--- src/rtl/fetch_unit.sv ---
// Instruction-fetch front end: owns the PC, drives instruction memory,
// presents instr/pc_4 to execute and commits the returned next PC.
module fetch_unit #(
  parameter logic [31:0] RESET_PC = 32'h0000_3000
) (
  input  logic        clk,
  input  logic        rst,
  input  logic [31:0] pc_result,
  input  logic        stall,
  output logic        imem_req,
  output logic [31:0] imem_addr,
  input  logic        imem_valid,
  input  logic [31:0] imem_rdata,
  output logic [31:0] instr,
  output logic        instr_valid,
  output logic [31:0] pc,
  output logic [31:0] pc_4,
  output logic [31:0] fetch_count,
  output logic        misaligned
);

  typedef enum logic [2:0] {
    S_BOOT,
    S_FETCH,
    S_WAIT,
    S_ISSUE,
    S_FAULT
  } state_e;

  state_e      state_q, state_d;
  logic [31:0] pc_q, pc_d;
  logic [31:0] instr_q, instr_d;
  logic [31:0] cnt_q, cnt_d;
  logic        mis_q, mis_d;
  logic        take;
  logic        commit;
  logic        bad_tgt;

  assign take    = imem_valid &
                   ((state_q == S_FETCH) |
                    (state_q == S_WAIT));
  assign commit  = (state_q == S_ISSUE) & ~stall;
  assign bad_tgt = |pc_result[1:0];

  always_ff @(posedge clk) begin
    if (rst) begin
      state_q <= S_BOOT;
      pc_q    <= RESET_PC;
      instr_q <= '0;
      cnt_q   <= '0;
      mis_q   <= 1'b0;
    end else begin
      state_q <= state_d;
      pc_q    <= pc_d;
      instr_q <= instr_d;
      cnt_q   <= cnt_d;
      mis_q   <= mis_d;
    end
  end

  always_comb begin
    state_d = state_q;
    unique case (state_q)
      S_BOOT:  state_d = S_FETCH;
      S_FETCH: state_d = imem_valid ? S_ISSUE : S_WAIT;
      S_WAIT:  state_d = imem_valid ? S_ISSUE : S_WAIT;
      S_ISSUE: begin
        if (!stall) begin
          state_d = bad_tgt ? S_FAULT : S_FETCH;
        end
      end
      S_FAULT: state_d = S_FAULT;
      default: state_d = S_BOOT;
    endcase
  end

  // A misaligned target still retires the faulting fetch but keeps the PC.
  always_comb begin
    pc_d    = pc_q;
    instr_d = instr_q;
    cnt_d   = cnt_q;
    mis_d   = mis_q;
    if (take) begin
      instr_d = imem_rdata;
    end
    if (commit) begin
      cnt_d = cnt_q + 32'd1;
      if (bad_tgt) begin
        mis_d = 1'b1;
      end else begin
        pc_d = pc_result;
      end
    end
  end

  always_comb begin
    imem_req    = 1'b0;
    instr_valid = 1'b0;
    unique case (state_q)
      S_FETCH: imem_req    = 1'b1;
      S_WAIT:  imem_req    = 1'b1;
      S_ISSUE: instr_valid = 1'b1;
      default: begin
        imem_req    = 1'b0;
        instr_valid = 1'b0;
      end
    endcase
  end

  assign imem_addr   = pc_q;
  assign pc          = pc_q;
  assign pc_4        = pc_q + 32'd4;
  assign instr       = instr_q;
  assign fetch_count = cnt_q;
  assign misaligned  = mis_q;

endmodule

--- config.mk ---
export PLATFORM = sky130hd
export DESIGN_NAME = fetch_unit
export DESIGN_NICKNAME = d
export VERILOG_FILES = /design/src/rtl/fetch_unit.sv
export SDC_FILE = /design/constraint.sdc
export NUM_CORES = 1
export LEC_CHECK = 0
export CORE_MARGIN = 4
export CORE_UTILIZATION = 35
export CTS_BUF_LIST = sky130_fd_sc_hd__clkbuf_8
export CTS_CLUSTER_SIZE = 10
export DETAILED_ROUTE_END_ITERATION = 8
export PLACE_DENSITY = 0.83
export SYNTH_ARGS = -nofsm -noshare
export SYNTH_HDL_FRONTEND = slang
export SYNTH_SLANG_ARGS = --single-unit
--- constraint.sdc ---
create_clock -name clk -period 3.1 [get_ports clk]
set_clock_uncertainty 0.2 [all_clocks]
set_input_delay 0.465 -clock clk [delete_from_list [all_inputs] [get_ports clk]]
set_output_delay 0.465 -clock clk [all_outputs]
set_load 0.1 [all_outputs]
==> results.cfg, run 1 <==
[power]
power_density_mw_per_mm2 = 422
peakVddDrop_v = 0.000321
power_mw = 3.08
p_leak_nw = 2.92

[timing]
tightest_slew_ns = 0.609
finalWorstSetupSlack_ns = 0.156
period_share = 0.950
min_period_ns = 2.94
maxSlewViolCount = 0
finalSetupViolCount = 0
fmax_mhz = 340
slew_headroom = 0.594
whs_ns = 0.258
hold_viol = 0
rsz0062_at_grt = no

[synthesis]
netlist-cell-type-count = 36
synth.top_cell.area_share = 0.424
ys_top_cells_by_count = nand2_1 (145), dfxtp_1 (100), a21oi_1 (81)
ys_ff_latch = 100
yosys_warnings = 0
synth_edf_count = 0
synth_cells = 601
synth_area_sq_mm = 0.00472
ys_top_cells_by_area = dfxtp_1 (42%), nand2_1 (12%), a21oi_1 (8.6%)
yosysSeqAreaShare = 0.424
synth_area_per_cell_sq_um = 7.86
syn-num-nets = 671
ys.flop_type = dfxtp_1
yosysMostFrequentCell = nand2_1
synth_top_area_cell = dfxtp_1
async_flop_share = 0

[place]
finalWeightedCongestion = 0.752
place_inst = 949
dp_slack_ns = 0.113
hpwl_um = 10700
io_buffers = 230

[clock_tree]
h-tree-depth = 3
clock-sinks = 100
clkLatencyLatePin_ns = 0.38
tritoncts = done
hold_buffers = 0
clk_pin_slew_worst_paths_ns = 0.09
numCtsBuffers = 9
cts.root.buffer_cell = clkbuf_8
post_cts_buffers = 0
clockBufferDepth = 2

[worst_setup_path]
crit_path_start = imem_addr[12]
worstSetupPathType = reg2out
timing.rr.start = fetch_count[7]
critPathLaunchType = register
critPathArrivalTime_ns = 2.28
cp_top_family = simple AND/OR/NAND/NOR gates
critPathCaptureType = output pin
path_max_fanout = 13
cp_cell_sequence = and4_1, nand3_2, nor4_1, buf_4, xor2_4, buf_12
cpPeakStageDelay_ns = 0.41
crit_slowest_cell = dfxtp_2
path_buf_inv = 2
worstPathRequired_ns = 2.43

[run_status]
outcome = finished, final reports clean

[hold_path]
worstHoldStart = instr[14]
hold_path_class = reg2reg

[floorplanning]
placement_rows = 42
initial_core_util = 0.357
core_area_sq_mm = 0.0132
die_w_um = 124
pin_count = 231
die_area_sq_mm = 0.0154
die_h_um = 124

[global_routing]
overflow = 0
grt_start_max_net_pins = 58
first_global_vias = 4241
grt_pass1_wl_um = 21600
grt.total_usage = 0.178
grt_antenna_before_repair = 0

[routing]
detail-route-antenna-nets = 0
routedWlPerCell_um = 14.9
first_pass_iters = 4
vias = 4712
drc_errors = 0
drt_wl_total_um = 14400
drt_iter0_drc = 269
viasPerCell = 4.89

[job]
drv_cap = 0

[cells_and_area]
nets = 854
final_cells = 964
drive_above_1_share = 0.330
syn_to_final_growth_pct = 54.4
diodes = 0
## flip-flops by register name, summed over array words and instances (netlist names)
register,count
fetch_count,32
imem_addr,32
instr,32
state_q,3
misaligned,1
## cells by family after synthesis
| group | synth area share |
|---|---|
| mux | 0.00715 |
| flops | 0.424 |
| compound gates | 0.115 |
| simple gates | 0.278 |
| fa+ha+maj | 0.00530 |
| buf+inv | 0.0970 |
| xor+xnor | 0.0742 |
## tightest hold or removal path, delay by kind of cell, from the launching register on
family,cells,cell delay (ns)
flops,1,0.32
simple gates,1,0.05
compound gates,1,0.05
## timing repair
action                                  4_1_cts  5_1_grt
endpoints found under the setup margin        5       12
endpoints found under the hold margin         0        0
gates resized for setup                       0        7
## cell type report
cell class	count	area, sq um
Tap cell	176	220
Clock inverter	5	22.5
Timing Repair Buffer	242	2190
Multi-Input combinational cell	417	2630
Inverter	14	52.6
Sequential cell	100	2040
Fill cell	1221	5950
Clock buffer	10	138
## report_power, final
group | leakage (nW) | internal [mW] | switching, mW
sequential | 0.822 | 1.34 | 0.0452
combinational | 2.00 | 0.239 | 0.707
clock | 0.0943 | 0.300 | 0.440
total | 2.92 | 1.88 | 1.19
## per-layer routing
metal / GRT usage / share of wire
met1: 0.211 / 0.41
met2: 0.311 / 0.49
met3: 0.0450 / 0.083
met4: 0.0609 / 0.015
met5: 0 / 0
## layout by cell type, fill, tap and decap left out, types with 3 or more instances in the layout
master	netlist	final
nor3b_1	3	3
and4_1	9	9
or3_1	5	5
nand3_1	23	21
dfxtp_1	100	74
xor2_1	19	8
xor2_4	0	10
dfxtp_2	0	24
buf_12	0	17
nand2_1	145	145
clkdlybuf4s50_1	0	66
or4_1	15	15
inv_1	14	16
mux2_2	3	3
a21oi_1	81	81
xnor2_2	0	15
clkbuf_8	0	10
xnor2_1	21	6
o21ai_0	5	5
nor2_1	19	19
nor3_1	14	8
nand4_1	8	8
clkinv_2	0	3
and2_1	5	5
nor3_2	0	6
buf_4	34	159
nor4_1	7	6
o31ai_1	13	13
and3_1	6	6
## through the flow
step	util	instance area, sq um	TNS (ns)
3_5_place_dp	0.536	7090	0
4_1_cts	0.548	7250	-0.195
3_3_place_gp	0.536	7090	0
2_1_floorplan	-	5080	-0.467
6_report	0.551	7290	0
5_1_grt	0.551	7290	0
## path summary, 6_finish.rpt
kind	to	slack (ns)	cells past startpoint
max	pc_4[31]	0.16	6
max reg2reg	fetch_count[31]	0.60	4
min	instr[14]	0.26	2
min reg2reg	instr[14]	0.26	2
No activity file was read; power rests on OpenSTA's default activity.
==> run 2: changes to the inputs <==
Settings changed: CORE_ASPECT_RATIO set to 2.
==> results.cfg, run 2 (same netlist as run 1, synthesis figures left out) <==
[timing]
fmax_mhz = 342
slew_headroom = 0.494
tightest_slew_ns = 0.759
finalWorstSetupSlack_ns = 0.173
min_period_ns = 2.93
whs_ns = 0.256
hold_viol = 0
maxSlewViolCount = 0
finalSetupViolCount = 0
rsz0062_at_grt = yes
period_share = 0.944

[global_routing]
grt_start_max_net_pins = 70
grt_pass1_wl_um = 22800
grt_antenna_before_repair = 0
first_global_vias = 4475
overflow = 0
grt.total_usage = 0.182

[worst_setup_path]
path_buf_inv = 1
cp.depth = 5
path_max_fanout = 9
cp_cell_sequence = and3_1, nand3_2, nor3_1, xor2_4, buf_12
crit_slowest_cell = nor3_1
cpPeakStageDelay_ns = 0.52
critPathCaptureType = output pin
worstPathRequired_ns = 2.43
worstSetupPathType = reg2out
critPathLaunchType = register
cp_top_family = simple AND/OR/NAND/NOR gates
reg2reg_depth = 4
critPathArrivalTime_ns = 2.26

[clock_tree]
clk_pin_slew_worst_paths_ns = 0.10
clock-sinks = 100
clockBufferDepth = 2
clkLatencyLatePin_ns = 0.37
h-tree-depth = 3
numCtsBuffers = 9
cts.root.buffer_cell = clkbuf_8
tritoncts = done

[run_status]
outcome = finished, final reports clean

[place]
io_buffers = 230
dp_slack_ns = 0.0815
finalWeightedCongestion = 0.781
place_area_sq_mm = 0.00710
hpwl_um = 11200

[routing]
detail-route-antenna-nets = 0
vias = 4767
drt_iter0_drc = 94
viasPerCell = 5.06
first_pass_iters = 4
drt_wl_total_um = 14700
routedWlPerCell_um = 15.6
drc_errors = 0

[cells_and_area]
final_common_cell = buf_4
nets = 855
syn_to_final_growth_pct = 54.8
fin_area_sq_mm = 0.00731
mostFrequentLayoutCells = buf_4 (158), nand2_1 (145), a21oi_1 (81)
drive_above_1_share = 0.332
diodes = 0
nFillCells = 1215

[power]
pwr-share-comb = 0.300
p_int_mw = 1.91
p_leak_nw = 2.92
swShare = 0.395
peakVddDrop_v = 0.000461
seq_power_share = 0.440
power_mw = 3.16
switchingPower_mw = 1.25
power_density_mw_per_mm2 = 433
p_clk_frac = 0.261

[floorplanning]
die_w_um = 90.1
placement_rows = 59
pin_count = 231
initial_core_util = 0.359
die_h_um = 172
core_area_sq_mm = 0.0131
die_area_sq_mm = 0.0155

[job]
drv_cap = 0

[hold_path]
hold_path_class = reg2reg
whs_path_depth = 2
run 2: cell count changes in the layout (fill, tap and decap cells not counted), sizes merged:
| cell | previous run | this run |
|---|---|---|
| clkinvlp | 0 | 1 |
| buf | 176 | 177 |
run 2: path summary, 6_finish.rpt:
path | from | endpoint | slack, ns
setup / recovery | imem_addr[4] | pc_4[21] | 0.17
hold / removal | misaligned | misaligned | 0.26
setup reg to reg | fetch_count[4] | fetch_count[29] | 0.60
hold reg to reg | misaligned | misaligned | 0.26
run 2: worst min-delay path: stages, from the launching register on:
cell     delay [ns]
dfxtp_1        0.33
inv_1          0.05
a21oi_1        0.05
run 2: timing repair:
action,CTS,global route
hold buffers,0,0
gates resized for setup,1,3
pin swaps,0,0
setup buffers,0,0
endpoints found under the setup margin,3,3
hold endpoints to repair,0,0
run 2: area by class of cell:
| cell class | instances | area, sq um | share of cell area |
|---|---|---|---|
| multi-input cells | 417 | 2610 | 0.357 |
| repair buffers | 243 | 2230 | 0.305 |
| flip-flops and latches | 100 | 2040 | 0.279 |
| well taps | 152 | 190 | 0.0260 |
| clock buffers | 10 | 138 | 0.0188 |
| clock inverters | 6 | 56.3 | 0.00770 |
| inverters | 14 | 52.6 | 0.00719 |
run 2: metal layers:
layer | wire length [um] | up-vias | track usage
met3 | 632 | 27 | 0.0405
met4 | 480 | 0 | 0.0841
met2 | 8260 | 135 | 0.355
met1 | 5310 | 2242 | 0.180
li1 | - | 2363 | -
met5 | 0 | - | 0
run 2: metrics by stage:
step	utilization	std cells	setup TNS, ns
3_3_place_gp	0.540	926	0
3_5_place_dp	0.540	926	0
5_1_grt	0.556	942	-0.0236
4_1_cts	0.555	942	0
2_1_floorplan	-	601	-0.467
6_report	0.556	942	0
run 2: power by group through the flow:
stage	clock network (mW)	registers (mW)	logic, mW
floorplan	0	1.81	0.301
global placement	0	1.42	0.944
detailed placement	0	1.42	0.952
global route	0.918	1.40	0.986
finish	0.825	1.39	0.947
CTS	0.865	1.39	0.953
